<file path="config.mk">
export PLATFORM = sky130hd
export DESIGN_NAME = axi4_stream_pkt_limiter_flat
export DESIGN_NICKNAME = d
export VERILOG_FILES = /design/src/rtl/axi4_stream_pkt_limiter_if.sv /design/src/rtl/axi4_stream_pkt_limiter.sv /design/src/flat_wrapper.sv
export SDC_FILE = /design/constraint.sdc
export NUM_CORES = 1
export LEC_CHECK = 0
export CORE_ASPECT_RATIO = 0.8
export CORE_MARGIN = 2
export CORE_UTILIZATION = 46
export CTS_BUF_LIST = sky130_fd_sc_hd__clkbuf_4
export DETAILED_ROUTE_END_ITERATION = 10
export PLACE_DENSITY_LB_ADDON = 0.1
export SLEW_MARGIN = 25
export SYNTH_ARGS = -nofsm -noshare
export SYNTH_HDL_FRONTEND = slang
export SYNTH_SLANG_ARGS = --single-unit
</file>
<file path="constraint.sdc">
create_clock -name clk_i -period 5.45 [get_ports clk_i]
set_clock_uncertainty 0.05 [all_clocks]
set_input_delay 1.3625 -clock clk_i [delete_from_list [all_inputs] [get_ports clk_i]]
set_output_delay 1.3625 -clock clk_i [all_outputs]
set_load 0.02 [all_outputs]
</file>
<file path="src/rtl/axi4_stream_pkt_limiter_if.sv">
// AXI4-Stream interface bundle used by axi4_stream_pkt_limiter.
// Signals: tvalid, tready, tdata, tstrb, tkeep, tlast, tuser, tdest, tid.
// master drives payload and tvalid and samples tready; slave does the reverse.
interface axi4_stream_if #(
  parameter int unsigned TDATA_WIDTH = 32,
  parameter int unsigned TUSER_WIDTH = 1,
  parameter int unsigned TDEST_WIDTH = 1,
  parameter int unsigned TID_WIDTH   = 1
);
  logic                     tvalid;
  logic                     tready;
  logic [TDATA_WIDTH-1:0]   tdata;
  logic [TDATA_WIDTH/8-1:0] tstrb;
  logic [TDATA_WIDTH/8-1:0] tkeep;
  logic                     tlast;
  logic [TUSER_WIDTH-1:0]   tuser;
  logic [TDEST_WIDTH-1:0]   tdest;
  logic [TID_WIDTH-1:0]     tid;

  modport master (
    output tvalid, tdata, tstrb, tkeep, tlast, tuser, tdest, tid,
    input  tready
  );

  modport slave (
    input  tvalid, tdata, tstrb, tkeep, tlast, tuser, tdest, tid,
    output tready
  );
endinterface

</file>
<file path="src/rtl/axi4_stream_pkt_limiter.sv">
// axi4_stream_pkt_limiter: caps every AXI4-Stream packet at MAX_WORDS beats.
// The MAX_WORDS-th beat of a longer packet is forwarded with tlast forced high
// and the rest of that packet is consumed without being forwarded.
// One registered output stage, 1 beat/cycle throughput.
// Ports:
//   clk_i        clock
//   rst_i        synchronous active-high reset
//   pkt_i        input stream (slave)
//   pkt_o        limited output stream (master)
//   trunc_o      1-cycle pulse (registered) after a truncating beat is accepted
//   trunc_cnt_o  saturating count of truncated packets
//   busy_o       high while mid-packet (PASS or DISCARD)
module axi4_stream_pkt_limiter #(
  parameter int unsigned TDATA_WIDTH = 32,
  parameter int unsigned TUSER_WIDTH = 1,
  parameter int unsigned TDEST_WIDTH = 1,
  parameter int unsigned TID_WIDTH   = 1,
  parameter int unsigned MAX_WORDS   = 8,
  parameter int unsigned CNT_WIDTH   = 16
) (
  input  logic                 clk_i,
  input  logic                 rst_i,
  axi4_stream_if.slave         pkt_i,
  axi4_stream_if.master        pkt_o,
  output logic                 trunc_o,
  output logic [CNT_WIDTH-1:0] trunc_cnt_o,
  output logic                 busy_o
);

  localparam int unsigned WCNT_W = $clog2(MAX_WORDS) + 1;
  localparam logic [WCNT_W-1:0] WCNT_LAST = WCNT_W'(MAX_WORDS - 1);

  typedef enum logic [1:0] {IDLE, PASS, DISCARD} state_e;

  state_e                   state_q, state_d;
  logic [WCNT_W-1:0]        wcnt_q, wcnt_d;
  logic                     trunc_q, trunc_d;
  logic [CNT_WIDTH-1:0]     cnt_q, cnt_d;

  logic                     out_valid_q;
  logic [TDATA_WIDTH-1:0]   tdata_q;
  logic [TDATA_WIDTH/8-1:0] tstrb_q;
  logic [TDATA_WIDTH/8-1:0] tkeep_q;
  logic                     tlast_q;
  logic [TUSER_WIDTH-1:0]   tuser_q;
  logic [TDEST_WIDTH-1:0]   tdest_q;
  logic [TID_WIDTH-1:0]     tid_q;

  logic in_ready;
  logic acc;
  logic load;
  logic cut;

  // In DISCARD nothing is loaded, so input may be drained regardless of the
  // output register.
  assign in_ready = (state_q == DISCARD) ? 1'b1 : (!out_valid_q || pkt_o.tready);
  assign acc      = pkt_i.tvalid && in_ready;
  assign load     = acc && (state_q != DISCARD);
  assign cut      = !pkt_i.tlast && (wcnt_q == WCNT_LAST);

  always_comb begin
    state_d = state_q;
    wcnt_d  = wcnt_q;
    trunc_d = 1'b0;
    cnt_d   = cnt_q;
    if (acc) begin
      unique case (state_q)
        IDLE, PASS: begin
          if (pkt_i.tlast) begin
            wcnt_d  = '0;
            state_d = IDLE;
          end else if (cut) begin
            wcnt_d  = '0;
            trunc_d = 1'b1;
            if (cnt_q != '1) cnt_d = cnt_q + 1'b1;
            state_d = DISCARD;
          end else begin
            wcnt_d  = wcnt_q + 1'b1;
            state_d = PASS;
          end
        end
        DISCARD: begin
          if (pkt_i.tlast) state_d = IDLE;
        end
        default: state_d = IDLE;
      endcase
    end
  end

  always_ff @(posedge clk_i) begin
    if (rst_i) begin
      state_q     <= IDLE;
      wcnt_q      <= '0;
      trunc_q     <= 1'b0;
      cnt_q       <= '0;
      out_valid_q <= 1'b0;
    end else begin
      state_q <= state_d;
      wcnt_q  <= wcnt_d;
      trunc_q <= trunc_d;
      cnt_q   <= cnt_d;
      if (load)              out_valid_q <= 1'b1;
      else if (pkt_o.tready) out_valid_q <= 1'b0;
    end
  end

  // Payload needs no reset: it is only observed while out_valid_q is high.
  always_ff @(posedge clk_i) begin
    if (load) begin
      tdata_q <= pkt_i.tdata;
      tstrb_q <= pkt_i.tstrb;
      tkeep_q <= pkt_i.tkeep;
      tlast_q <= pkt_i.tlast || cut;
      tuser_q <= pkt_i.tuser;
      tdest_q <= pkt_i.tdest;
      tid_q   <= pkt_i.tid;
    end
  end

  assign pkt_i.tready = in_ready;
  assign pkt_o.tvalid = out_valid_q;
  assign pkt_o.tdata  = tdata_q;
  assign pkt_o.tstrb  = tstrb_q;
  assign pkt_o.tkeep  = tkeep_q;
  assign pkt_o.tlast  = tlast_q;
  assign pkt_o.tuser  = tuser_q;
  assign pkt_o.tdest  = tdest_q;
  assign pkt_o.tid    = tid_q;

  assign trunc_o     = trunc_q;
  assign trunc_cnt_o = cnt_q;
  assign busy_o      = (state_q != IDLE);

endmodule

</file>
<file path="src/flat_wrapper.sv">
// flat-port wrapper written by rule: the top's interface ports become plain ports
module axi4_stream_pkt_limiter_flat 
#(
  parameter int unsigned TDATA_WIDTH = 32,
  parameter int unsigned TUSER_WIDTH = 1,
  parameter int unsigned TDEST_WIDTH = 1,
  parameter int unsigned TID_WIDTH   = 1,
  parameter int unsigned MAX_WORDS   = 8,
  parameter int unsigned CNT_WIDTH   = 16
)
  (clk_i, rst_i, trunc_o, trunc_cnt_o, busy_o, pkt_i_tvalid, pkt_i_tdata, pkt_i_tstrb, pkt_i_tkeep, pkt_i_tlast, pkt_i_tuser, pkt_i_tdest, pkt_i_tid, pkt_i_tready, pkt_o_tvalid, pkt_o_tdata, pkt_o_tstrb, pkt_o_tkeep, pkt_o_tlast, pkt_o_tuser, pkt_o_tdest, pkt_o_tid, pkt_o_tready);
  axi4_stream_if #(.TDATA_WIDTH(TDATA_WIDTH), .TUSER_WIDTH(TUSER_WIDTH), .TDEST_WIDTH(TDEST_WIDTH), .TID_WIDTH(TID_WIDTH)) pkt_i_i ();
  axi4_stream_if #(.TDATA_WIDTH(TDATA_WIDTH), .TUSER_WIDTH(TUSER_WIDTH), .TDEST_WIDTH(TDEST_WIDTH), .TID_WIDTH(TID_WIDTH)) pkt_o_i ();
  input  logic clk_i;
  input  logic rst_i;
  output logic trunc_o;
  output logic [CNT_WIDTH-1:0] trunc_cnt_o;
  output logic busy_o;
  input wire logic [$bits(pkt_i_i.tvalid)-1:0] pkt_i_tvalid;
  input wire logic [$bits(pkt_i_i.tdata)-1:0] pkt_i_tdata;
  input wire logic [$bits(pkt_i_i.tstrb)-1:0] pkt_i_tstrb;
  input wire logic [$bits(pkt_i_i.tkeep)-1:0] pkt_i_tkeep;
  input wire logic [$bits(pkt_i_i.tlast)-1:0] pkt_i_tlast;
  input wire logic [$bits(pkt_i_i.tuser)-1:0] pkt_i_tuser;
  input wire logic [$bits(pkt_i_i.tdest)-1:0] pkt_i_tdest;
  input wire logic [$bits(pkt_i_i.tid)-1:0] pkt_i_tid;
  output wire logic [$bits(pkt_i_i.tready)-1:0] pkt_i_tready;
  output wire logic [$bits(pkt_o_i.tvalid)-1:0] pkt_o_tvalid;
  output wire logic [$bits(pkt_o_i.tdata)-1:0] pkt_o_tdata;
  output wire logic [$bits(pkt_o_i.tstrb)-1:0] pkt_o_tstrb;
  output wire logic [$bits(pkt_o_i.tkeep)-1:0] pkt_o_tkeep;
  output wire logic [$bits(pkt_o_i.tlast)-1:0] pkt_o_tlast;
  output wire logic [$bits(pkt_o_i.tuser)-1:0] pkt_o_tuser;
  output wire logic [$bits(pkt_o_i.tdest)-1:0] pkt_o_tdest;
  output wire logic [$bits(pkt_o_i.tid)-1:0] pkt_o_tid;
  input wire logic [$bits(pkt_o_i.tready)-1:0] pkt_o_tready;
  assign pkt_i_i.tvalid = pkt_i_tvalid;
  assign pkt_i_i.tdata = pkt_i_tdata;
  assign pkt_i_i.tstrb = pkt_i_tstrb;
  assign pkt_i_i.tkeep = pkt_i_tkeep;
  assign pkt_i_i.tlast = pkt_i_tlast;
  assign pkt_i_i.tuser = pkt_i_tuser;
  assign pkt_i_i.tdest = pkt_i_tdest;
  assign pkt_i_i.tid = pkt_i_tid;
  assign pkt_i_tready = pkt_i_i.tready;
  assign pkt_o_tvalid = pkt_o_i.tvalid;
  assign pkt_o_tdata = pkt_o_i.tdata;
  assign pkt_o_tstrb = pkt_o_i.tstrb;
  assign pkt_o_tkeep = pkt_o_i.tkeep;
  assign pkt_o_tlast = pkt_o_i.tlast;
  assign pkt_o_tuser = pkt_o_i.tuser;
  assign pkt_o_tdest = pkt_o_i.tdest;
  assign pkt_o_tid = pkt_o_i.tid;
  assign pkt_o_i.tready = pkt_o_tready;
  axi4_stream_pkt_limiter #(.TDATA_WIDTH(TDATA_WIDTH), .TUSER_WIDTH(TUSER_WIDTH), .TDEST_WIDTH(TDEST_WIDTH), .TID_WIDTH(TID_WIDTH), .MAX_WORDS(MAX_WORDS), .CNT_WIDTH(CNT_WIDTH)) u_core (.clk_i(clk_i), .rst_i(rst_i), .pkt_i(pkt_i_i), .pkt_o(pkt_o_i), .trunc_o(trunc_o), .trunc_cnt_o(trunc_cnt_o), .busy_o(busy_o));
endmodule
</file>
After elaboration in Yosys (flattened, before gate mapping)
Cells that the tools add are included.

operators by class
  muxes and demuxes = 10
  equality and inequality tests = 6
  add/subtract/negate cells = 2
  bitwise logic cells = 3
  reduce and logical (&&, ||, !) cells = 15

operator list
  operator                 number
  $add A16 B1 Y16 const B  1
  $ne A16 B16 Y1 const B   1
  $mux W4                  2
  $mux W2                  3
  $reduce_and A5 Y1        1
  $add A4 B1 Y4 const B    1
  $eq A4 B3 Y1 const B     1
  $mux W1                  4
  $ne A2 B2 Y1 const B     2
  $pmux W2 S2              1
  $reduce_and A2 Y1        2
  $reduce_bool A2 Y1       2
  $reduce_or A4 Y1         1
  $logic_and A1 B1 Y1      3
  $not A1 Y1               3
  $eq A2 B1 Y1 const B     1
  $eq A2 B2 Y1 const B     1
  $logic_not A1 Y1         2
  $logic_not A2 Y1         1
  $logic_or A1 B1 Y1       2
  $reduce_or A2 Y1         1

storage, ports and cells
  register bits after elaboration = 68
  output and inout port bits = 64
  word-level logic and storage cells = 48
  input bits = 48

Logic depth before layout (Yosys ltp)
Gate-level depths: netlist of run 1.

  word-level depth = 6
  mapped depth = 7
  gate-level depth less buffers = 6

Least setup slack after synthesis of run 1
Ideal clock, no wire load.

  path type = input -> output
  from = input pkt_o_tready
  to = output pkt_i_tready
  buffers on the path = 0
  stages on the path = 2
  slack = 2267 ps
  arrival time = 1770 ps
  data required time = 4038 ps
  cell sequence = nor2b_1 -> nand2_1

between the ends
  cells in the longest elaborated chain, start to end = 2

RTL lines
  element             line                           RTL
  start: declaration  flat_wrapper.sv:36             input wire logic [$bits(pkt_o_i.tready)-1:0] pkt_o_tready;
  $logic_or A1 B1 Y1  axi4_stream_pkt_limiter.sv:56  assign in_ready = (state_q == DISCARD) ? 1'b1 : (!out_valid_q || pkt_o.tready);
  $mux W1             axi4_stream_pkt_limiter.sv:56
  end: declaration    flat_wrapper.sv:27             output wire logic [$bits(pkt_i_i.tready)-1:0] pkt_i_tready;

No other way between the ends.

Worst setup path in the final report of run 1
Same ends and word-level chain as after synthesis.

==> metrics.cfg, run 1 <==
[run_status]
status=complete, no violations

[detailed_routing]
ant_nets=0
wire_per_inst_um=14.43
drt-pass1-iter-count=4
totalWireLength_mm=5.499
post_drt_via_cell_ratio=5.052
route.vias.total=1925
drc=0
drt-initial-drc-count=101

[pwr]
power_leakage_nw=1.321
max-vdd-ir-drop_uv=161.7
power_density_nw_per_um2=250.5

[worst_setup_path]
timing.setup.critical_path_class=in -> out
cp.buffers_inverters=2
crit_slowest_cell=sky130_fd_sc_hd__clkdlybuf4s50_1
critical_path.cell_chain=clkdlybuf4s50_1 -> nor2b_1 -> nand2_1 -> clkdlybuf4s50_1
timing.critical_path.fanout_max=5
critical_path.startpoint_type=input port
cp.arrival_ns=2.68
critPathMaxStageDelay_ns=0.54
critical_path.most_common_cell=sky130_fd_sc_hd__clkdlybuf4s50_1
critPathTopFamily=buffers and inverters
endpoint_kind=output pin
cp.required_ns=4.04

[global_route]
grt_start_max_net_pins=45
antenna_found_initial=0
globalRouteTotalUtil_pct=18.17
gr-total-overflow=0
global_route_wire_length_before_repair_mm=8.383
first_global_vias=1745

[synth]
synth_seq_cells=68
synth.top_cells.by_area=sky130_fd_sc_hd__edfxtp_1 52%, sky130_fd_sc_hd__dfxtp_1 19%, sky130_fd_sc_hd__nor2_1 3.2%, sky130_fd_sc_hd__xnor2_1 2.7%, sky130_fd_sc_hd__nand2_1 2.3%
synth_sequential_area_ratio_pct=70.42
synth_async_sr_flop_share_pct=0
synth_cell_types=33
post_synth.cell_area_avg_um2=13.19
netlist_area_um2=2559
netlist.area_leader.share_pct=51.64
synth_cells=194
synth_fp_nets=244
synth_enable_flop_cells=44
yosysWarnings=0
synth.largest_area_cell=sky130_fd_sc_hd__edfxtp_1
yosys_most_used_dff=sky130_fd_sc_hd__edfxtp_1

[floorplanning]
rows=24
dieHeight_um=70.71
design.die.area_um2=6179
initial_core_util_pct=47.34
pin_count=112
core_area_um2=5405
chipWidth_um=87.39

[clock_network]
clock_tree.root_cell=sky130_fd_sc_hd__clkbuf_4
cts_tree=done
resized_cells_post_cts=0
cts_hold_buffers=0
clk_transition_reported_paths_ns=0.10
cts-buffers-inserted=9
worstSkewPairLatency_ns=0.40
cts_buffer_depth=2
cts_post_setup_buffers_inserted=0
cts.sink_count=68
cts_htree_levels=3

[worst_hold_path]
hp-class=reg -> reg

[timing]
min_period_ns=4.093
report.final.slew_viol_count=0
worst_slew_pin_slew_ns=0.9838
setup-tns-final_ns=0
final_cycle_share_pct=75.10
final_hold_viol_count=0
report.final.setup_viol=0
max_clock_freq_mhz=244.3
fin_worst_hold_slack_ns=0.4332
slew_headroom_pct=34.42
setup_repair_after_global_routing_missed_its_margin=no

[final_layout]
p_r_area_growth_vs_syn_pct=49.58
antenna_cells_inserted=0
drive_above_1_share_pct=7.595
finalNetCount=361

[placement]
gpl.final_weighted_congestion=0.8234
io_buffer_count=111
post-dp-hpwl_mm=4.068

[job]
max_cap_viols=0

-- worst register-to-register path, delay by kind of cell (launching register included) --
kind,cells,cell delay [ns]
simple gates,4,1.24
flops,1,0.40
mux,1,0.30
fa+ha+maj,1,0.22
-- per-stage QoR --
stage	utilization (%)	area (µm²)	cells	setup WS (ns)	power [mW]
final	70.81	3827	381	1.357	0.9587
after global routing	70.81	3827	381	1.283	1.006
after CTS	70.90	3832	381	1.358	0.9761
after detailed placement	68.94	3726	365	1.367	0.7139
after global placement	68.94	3726	365	1.373	0.7107
after floorplan	-	2559	194	2.267	0.6350
-- registers in the layout, indices dropped and copies added (netlist names) --
signal	flops
u_core.pkt_o.tdata	32
u_core.pkt_o.tdest	1
u_core.pkt_o.tid	1
u_core.pkt_o.tkeep	4
u_core.pkt_o.tlast	1
u_core.pkt_o.tstrb	4
u_core.pkt_o.tuser	1
u_core.pkt_o.tvalid	1
u_core.state_q	2
u_core.trunc_cnt_o	16
u_core.trunc_o	1
u_core.wcnt_q	4
-- final timing paths --
kind	startpoint	end	slack [ns]	depth (start not counted)
min	u_core.wcnt_q[1]	u_core.wcnt_q[1]	0.43	2
max reg2reg	u_core.wcnt_q[0]	u_core.trunc_cnt_o[14]	3.14	6
max	pkt_o_tready	pkt_i_tready	1.36	4
min reg2reg	u_core.wcnt_q[1]	u_core.wcnt_q[1]	0.43	2
-- power by group --
| group | internal (mW) | switching (mW) |
|---|---|---|
| combinational | 0.0653 | 0.0556 |
| sequential | 0.573 | 0.00593 |
| clock | 0.0942 | 0.164 |
| total | 0.733 | 0.226 |
-- Yosys cell counts (3+ instances only) --
| library cell | n |
|---|---|
| sky130_fd_sc_hd__nand4_1 | 5 |
| sky130_fd_sc_hd__a21oi_1 | 9 |
| sky130_fd_sc_hd__nor2b_1 | 7 |
| sky130_fd_sc_hd__inv_1 | 3 |
| sky130_fd_sc_hd__o21ai_0 | 7 |
| sky130_fd_sc_hd__or4_1 | 3 |
| sky130_fd_sc_hd__edfxtp_1 | 44 |
| sky130_fd_sc_hd__xnor2_1 | 8 |
| sky130_fd_sc_hd__and4_1 | 3 |
| sky130_fd_sc_hd__nand2_1 | 16 |
| sky130_fd_sc_hd__dfxtp_1 | 24 |
| sky130_fd_sc_hd__nor3_1 | 3 |
| sky130_fd_sc_hd__nor2_1 | 22 |
| sky130_fd_sc_hd__clkbuf_1 | 4 |
| sky130_fd_sc_hd__nand3_1 | 5 |
| sky130_fd_sc_hd__nand2b_1 | 6 |
-- cells by family after synthesis --
kind of cell | after synthesis | synth area share, %
buffers and inverters | 8 | 1.467
xor gates and xnor gates | 8 | 2.738
adders and majority gates | 2 | 0.9778
muxes | 4 | 1.809
and+or+nand+nor | 85 | 18.29
DFF | 68 | 70.42
AOI/OAI and AO/OA | 19 | 4.303
-- area by class of cell --
cell class / count / area (µm²)
Sequential cell: 68 / 1802
Fill cell: 396 / 1578
Timing Repair Buffer: 111 / 1106
Multi-Input combinational cell: 118 / 720.7
Tap cell: 65 / 81.33
Clock buffer: 10 / 75.07
Clock inverter: 6 / 31.28
Inverter: 3 / 11.26
-- placed cells by master (no fill, tap or decap), drive strengths merged, types with 2 or more instances in the layout --
cell           count
and2               2
xnor2              8
a21oi              9
and4               3
nand3              6
or3                2
clkinv             5
o21ai              7
clkdlybuf4s50    110
edfxtp            44
mux2               2
clkbuf            10
nor3               3
inv                3
nor2              22
nor2b              7
dfxtp             24
and3               2
nand2             16
nor4               2
mux2i              2
ha                 2
nand4              5
a211oi             2
or4                4
nand3b             2
nand2b             6
-- layer usage --
metal | share of wire, % | track usage, % | wire length [µm] | vias to the layer above
met1 | 41 | 21.96 | 2232 | 910
met3 | 7.0 | 6.884 | 385 | 7
met4 | 1.2 | 8.547 | 68 | 0
li1 | - | - | - | 942
met5 | 0 | 0 | 0 | -
met2 | 51 | 28.79 | 2812 | 66
Power figures use the tool's default switching activity.
==> inputs of run 2 (changes only) <==
Settings changed: CORE_UTILIZATION 46 to 43.
Clock period 5.45 ns to 4.2 ns, I/O delays scaled along.
==> metrics.cfg, run 2 (synthesis gave the netlist of run 1 again) <==
[worst_setup_path]
endpoint_kind=output pin  ; unchanged
crit_slowest_cell=sky130_fd_sc_hd__clkdlybuf4s50_1  ; unchanged
critical_path.startpoint_type=input port  ; unchanged
cp.arrival_ns=2.39  ; was 2.68 ns
timing.setup.critical_path_class=in -> out  ; unchanged
cp.required_ns=3.10  ; was 4.04 ns
critical_path.most_common_cell=sky130_fd_sc_hd__clkdlybuf4s50_1  ; unchanged
timing.critical_path.fanout_max=5  ; unchanged
critPathTopFamily=buffers and inverters  ; unchanged
cp.buffers_inverters=2  ; unchanged
critical_path.cell_chain=clkdlybuf4s50_1 -> nor2b_1 -> nand2_1 -> clkdlybuf4s50_1  ; unchanged
critPathMaxStageDelay_ns=0.54  ; about the same

[clock_network]
cts-buffers-inserted=9  ; unchanged
cts.sink_count=68  ; unchanged
resized_cells_post_cts=0  ; unchanged
cts_buffer_depth=2  ; unchanged
cts_hold_buffers=0  ; unchanged
clk_transition_reported_paths_ns=0.11  ; was 0.10 ns
cts_htree_levels=3  ; unchanged
worstSkewPairLatency_ns=0.39  ; was 0.40 ns
cts_tree=done  ; unchanged
cts_post_setup_buffers_inserted=0  ; unchanged
clock_tree.root_cell=sky130_fd_sc_hd__clkbuf_4  ; unchanged

[timing]
setup-tns-final_ns=0  ; unchanged
final_cycle_share_pct=83.14
slew_headroom_pct=33.40  ; was 34.42%
report.final.slew_viol_count=0  ; unchanged
final_hold_viol_count=0  ; unchanged
layout_setup_ws_ns=0.7081  ; was 1.357 ns
worst_slew_pin_slew_ns=0.9990  ; was 0.9838 ns
setup_repair_after_global_routing_missed_its_margin=no  ; unchanged
fin_worst_hold_slack_ns=0.4365  ; was 0.4332 ns
max_clock_freq_mhz=286.4
report.final.setup_viol=0  ; unchanged
min_period_ns=3.492

[floorplanning]
core_area_um2=5818  ; was 5405 µm²
rows=25  ; was 24
dieHeight_um=73.00  ; was 70.71 µm
pin_count=112  ; unchanged
chipWidth_um=90.25  ; was 87.39 µm
initial_core_util_pct=43.98  ; was 47.34%
design.die.area_um2=6587  ; was 6179 µm²

[global_route]
grt_start_max_net_pins=45  ; unchanged
global_route_wire_length_before_repair_mm=8.576  ; was 8.383 mm
globalRouteTotalUtil_pct=17.05  ; was 18.17%
first_global_vias=1690  ; was 1745
gr-total-overflow=0  ; unchanged
antenna_found_initial=0  ; unchanged

[pwr]
power_leakage_nw=1.328  ; was 1.321 nW
power_density_nw_per_um2=326.2  ; was 250.5 nW/µm²
max-vdd-ir-drop_uv=208.5  ; was 161.7 µV
totalPowerFinal_mw=1.257  ; was 958.7 µW

[final_layout]
finalInstanceArea_um2=3852  ; was 3827 µm²
postLayoutCoreUtil_pct=66.22  ; was 70.81%
multi_input_area_um2=720.7  ; unchanged
layout.cells.most_common_list=110 x sky130_fd_sc_hd__clkdlybuf4s50_1, 44 x sky130_fd_sc_hd__edfxtp_1, 24 x sky130_fd_sc_hd__dfxtp_1  ; unchanged
post_layout_nonfiller_instances=397  ; was 381
num-fill-cells=480  ; was 396
seqCellArea_um2=1802  ; unchanged
antenna_cells_inserted=0  ; unchanged
p_r_area_growth_vs_syn_pct=50.56  ; was 49.58%
most_frequent_standard_cell_in_the_layout_excluding_fill_and_tap_cells=sky130_fd_sc_hd__clkdlybuf4s50_1  ; unchanged
drive_above_1_share_pct=7.911  ; was 7.595%
finalNetCount=361  ; unchanged
largest_reg_flops=32  ; unchanged

[placement]
post-place-cells=381  ; was 365
place_ws_ns=0.7357  ; was 1.367 ns
gpl.final_weighted_congestion=0.7437  ; was 0.8234
io_buffer_count=111  ; unchanged
post-dp-hpwl_mm=4.010  ; was 4.068 mm
dpl-instance-area_um2=3746  ; was 3726 µm²

[detailed_routing]
totalWireLength_mm=5.602  ; was 5.499 mm
drt-pass1-iter-count=4  ; unchanged
wire_per_inst_um=14.11  ; was 14.43 µm
ant_nets=0  ; unchanged
drt-initial-drc-count=82  ; was 101
route.vias.total=1909  ; was 1925
post_drt_via_cell_ratio=4.809  ; was 5.052
drc=0  ; unchanged

[worst_hold_path]
hp-class=reg -> reg  ; unchanged

[run_status]
status=complete, no violations  ; unchanged

[job]
max_cap_viols=0  ; unchanged

run 2: cell types whose count changed in the layout (fill, tap and decap cells not counted), sizes merged:
cell | before | now
clkbuf | 10 | 11
clkinvlp | 1 | 0
run 2: cell type report:
type / count / share of cell area [%]
inverter: 3 / 0.2923
multi-input combinational: 118 / 18.71
clock buffer: 11 / 2.144
clock inverter: 5 / 0.7470
sequential: 68 / 46.77
timing repair buffer: 111 / 28.71
tap: 81 / 2.631
run 2: tightest hold or removal path, cell delays in order (launching register included):
cell and delay (ns):
sky130_fd_sc_hd__dfxtp_1 0.34, sky130_fd_sc_hd__nand2_1 0.06, sky130_fd_sc_hd__a21oi_1 0.05
run 2: report_power, final:
part           switching [mW]  internal, mW  total (mW)
clock                   0.217         0.132       0.349
combinational          0.0711        0.0848       0.156
sequential            0.00786         0.744       0.752
total                   0.295         0.961        1.26
run 2: worst paths after layout:
check	depth (start not counted)	slack (ns)	start	end
setup / recovery	4	0.71	pkt_o_tready	pkt_i_tready
hold / removal	2	0.44	u_core.state_q[1]	u_core.state_q[1]
setup reg to reg	6	1.93	u_core.wcnt_q[0]	u_core.trunc_cnt_o[14]
hold reg to reg	2	0.44	u_core.state_q[1]	u_core.state_q[1]
run 2: layer usage:
| metal | up-vias | wire, µm | global-route usage (%) | part of all wire [%] |
|---|---|---|---|---|
| li1 | 942 | - | - | - |
| met1 | 892 | 2477 | 21.67 | 44 |
| met2 | 73 | 2748 | 27.23 | 49 |
| met3 | 2 | 343 | 6.612 | 6.1 |
| met4 | 0 | 32 | 5.641 | 0.57 |
| met5 | - | 0 | 0 | 0 |
==> inputs of run 3 (changes only) <==
Settings changed: CORE_UTILIZATION 43 to 39.
Clock period 4.2 ns to 2.92 ns, I/O delays scaled along.
==> metrics.cfg, run 3 (synthesis gave the netlist of run 1 again) <==
[floorplanning]
core_area_um2=6376  ; was 5818 µm²
rows=26  ; was 25
initial_core_util_pct=40.13  ; was 43.98%
design.die.area_um2=7229  ; was 6587 µm²
chipWidth_um=94.56  ; was 90.25 µm
pin_count=112  ; unchanged
dieHeight_um=76.45  ; was 73.00 µm

[detailed_routing]
totalWireLength_mm=5.667  ; was 5.602 mm
met3RoutedLength_um=595  ; was 343 µm
met2_wirelength_mm=2.490  ; was 2.748 mm
post_drt_via_cell_ratio=4.781  ; was 4.809
drt-initial-drc-count=66  ; was 82
met1_length_mm=2.497  ; was 2.477 mm
drc=0  ; unchanged
top_layer=met4  ; unchanged
ant_nets=0  ; unchanged
drt-pass1-iter-count=4  ; unchanged
wire_per_inst_um=13.96  ; was 14.11 µm
route.vias.total=1941  ; was 1909

[worst_setup_path]
cp.buffers_inverters=2  ; unchanged
critical_path.cell_chain=clkdlybuf4s50_1 -> nor2b_1 -> nand2_1 -> clkdlybuf4s50_1  ; unchanged
critical_path.most_common_cell=sky130_fd_sc_hd__clkdlybuf4s50_1  ; unchanged
critical_path.startpoint_type=input port  ; unchanged
endpoint_kind=output pin  ; unchanged
critPathTopFamily=buffers and inverters  ; unchanged
cp.arrival_ns=2.00  ; was 2.39 ns
crit_slowest_cell=sky130_fd_sc_hd__clkdlybuf4s50_1  ; unchanged
reg2reg_depth=6  ; unchanged
critPathMaxStageDelay_ns=0.54  ; about the same
timing.setup.critical_path_class=in -> out  ; unchanged
timing.critical_path.fanout_max=3  ; was 5
cp.depth=4  ; unchanged
cp.required_ns=2.14  ; was 3.10 ns

[timing]
worst_slew_pin_slew_ns=0.3828  ; was 0.9990 ns
final_cycle_share_pct=95.31
layout_setup_ws_ns=0.1369  ; was 0.7081 ns
slew_headroom_pct=74.41  ; was 33.40%
max_clock_freq_mhz=359.3
fin_worst_hold_slack_ns=0.4297  ; was 0.4365 ns
final_hold_viol_count=0  ; unchanged
min_period_ns=2.783
report.final.setup_viol=0  ; unchanged
setup_repair_after_global_routing_missed_its_margin=no  ; unchanged
report.final.slew_viol_count=0  ; unchanged
setup-tns-final_ns=0  ; unchanged

[global_route]
globalRouteTotalUtil_pct=16.28  ; was 17.05%
first_global_vias=1770  ; was 1690
antenna_found_initial=0  ; unchanged
gr-total-overflow=0  ; unchanged
global_route_wire_length_before_repair_mm=8.825  ; was 8.576 mm
grt_start_max_net_pins=41  ; was 45

[clock_network]
cts-buffers-inserted=9  ; unchanged
cts_post_setup_buffers_inserted=0  ; unchanged
cts.sink_count=68  ; unchanged
cts_hold_buffers=0  ; unchanged
clk_transition_reported_paths_ns=0.11  ; about the same
clock_tree.root_cell=sky130_fd_sc_hd__clkbuf_4  ; unchanged
cts_buffer_depth=2  ; unchanged
worstSkewPairLatency_ns=0.42  ; was 0.39 ns
resized_cells_post_cts=0  ; unchanged
cts_tree=done  ; unchanged
cts_htree_levels=3  ; unchanged

[final_layout]
post_layout_nonfiller_instances=406  ; was 397
finalInstanceArea_um2=3948  ; was 3852 µm²
p_r_area_growth_vs_syn_pct=54.28  ; was 50.56%
postLayoutCoreUtil_pct=61.91  ; was 66.22%
most_frequent_standard_cell_in_the_layout_excluding_fill_and_tap_cells=sky130_fd_sc_hd__clkdlybuf4s50_1  ; unchanged
largest_reg_flops=32  ; unchanged
antenna_cells_inserted=0  ; unchanged
finalNetCount=367  ; was 361
drive_above_1_share_pct=9.006  ; was 7.911%
layout.cells.most_common_list=111 x sky130_fd_sc_hd__clkdlybuf4s50_1, 44 x sky130_fd_sc_hd__edfxtp_1, 24 x sky130_fd_sc_hd__dfxtp_1  ; was 110 x sky130_fd_sc_hd__clkdlybuf4s50_1, 44 x sky130_fd_sc_hd__edfxtp_1, 24 x sky130_fd_sc_hd__dfxtp_1
num-fill-cells=541  ; was 480

[placement]
io_buffer_count=111  ; unchanged
post-dp-hpwl_mm=4.116  ; was 4.010 mm
post-place-cells=390  ; was 381
place_ws_ns=0.1302  ; was 0.7357 ns
gpl.final_weighted_congestion=0.8024  ; was 0.7437
dpl-instance-area_um2=3807  ; was 3746 µm²

[worst_hold_path]
hold_path_depth=2  ; unchanged
hp-class=reg -> reg  ; unchanged

[pwr]
max-vdd-ir-drop_uv=244.7  ; was 208.5 µV
power_density_nw_per_um2=488.1  ; was 326.2 nW/µm²
power_leakage_nw=1.357  ; was 1.328 nW
totalPowerFinal_mw=1.927  ; was 1.257 mW

[job]
max_cap_viols=0  ; unchanged

[run_status]
status=complete, no violations  ; unchanged

run 3: layout make-up:
class / count / area (µm²) / share of cell area, %
Clock buffer: 10 / 75.07 / 1.902
Clock inverter: 6 / 65.06 / 1.648
Inverter: 3 / 11.26 / 0.2853
Multi-Input combinational cell: 118 / 720.7 / 18.26
Sequential cell: 68 / 1802 / 45.64
Tap cell: 84 / 105.1 / 2.662
Timing Repair Buffer: 117 / 1169 / 29.60
run 3: metal layers:
| layer | vias up | track usage [%] |
|---|---|---|
| met2 | 92 | 24.36 |
| met4 | 0 | 5.507 |
| li1 | 948 | - |
| met5 | - | 0 |
| met3 | 12 | 8.605 |
| met1 | 889 | 20.18 |
run 3: path summary, 6_finish.rpt:
path                            endpoint        startpoint  slack, ns
setup / recovery            pkt_i_tready      pkt_o_tready       0.14
hold / removal          u_core.wcnt_q[1]  u_core.wcnt_q[1]       0.43
setup reg to reg  u_core.trunc_cnt_o[14]  u_core.wcnt_q[0]       0.66
hold reg to reg         u_core.wcnt_q[1]  u_core.wcnt_q[1]       0.43
run 3: worst min-delay path: stages (launching register included):
cell and delay [ns]:
sky130_fd_sc_hd__dfxtp_1 0.34, sky130_fd_sc_hd__nand2_1 0.06, sky130_fd_sc_hd__a21oi_1 0.05
run 3: power breakdown:
group / internal [mW] / switching (mW)
logic: 0.130 / 0.105
clock network: 0.270 / 0.342
registers: 1.07 / 0.0105
total: 1.47 / 0.457
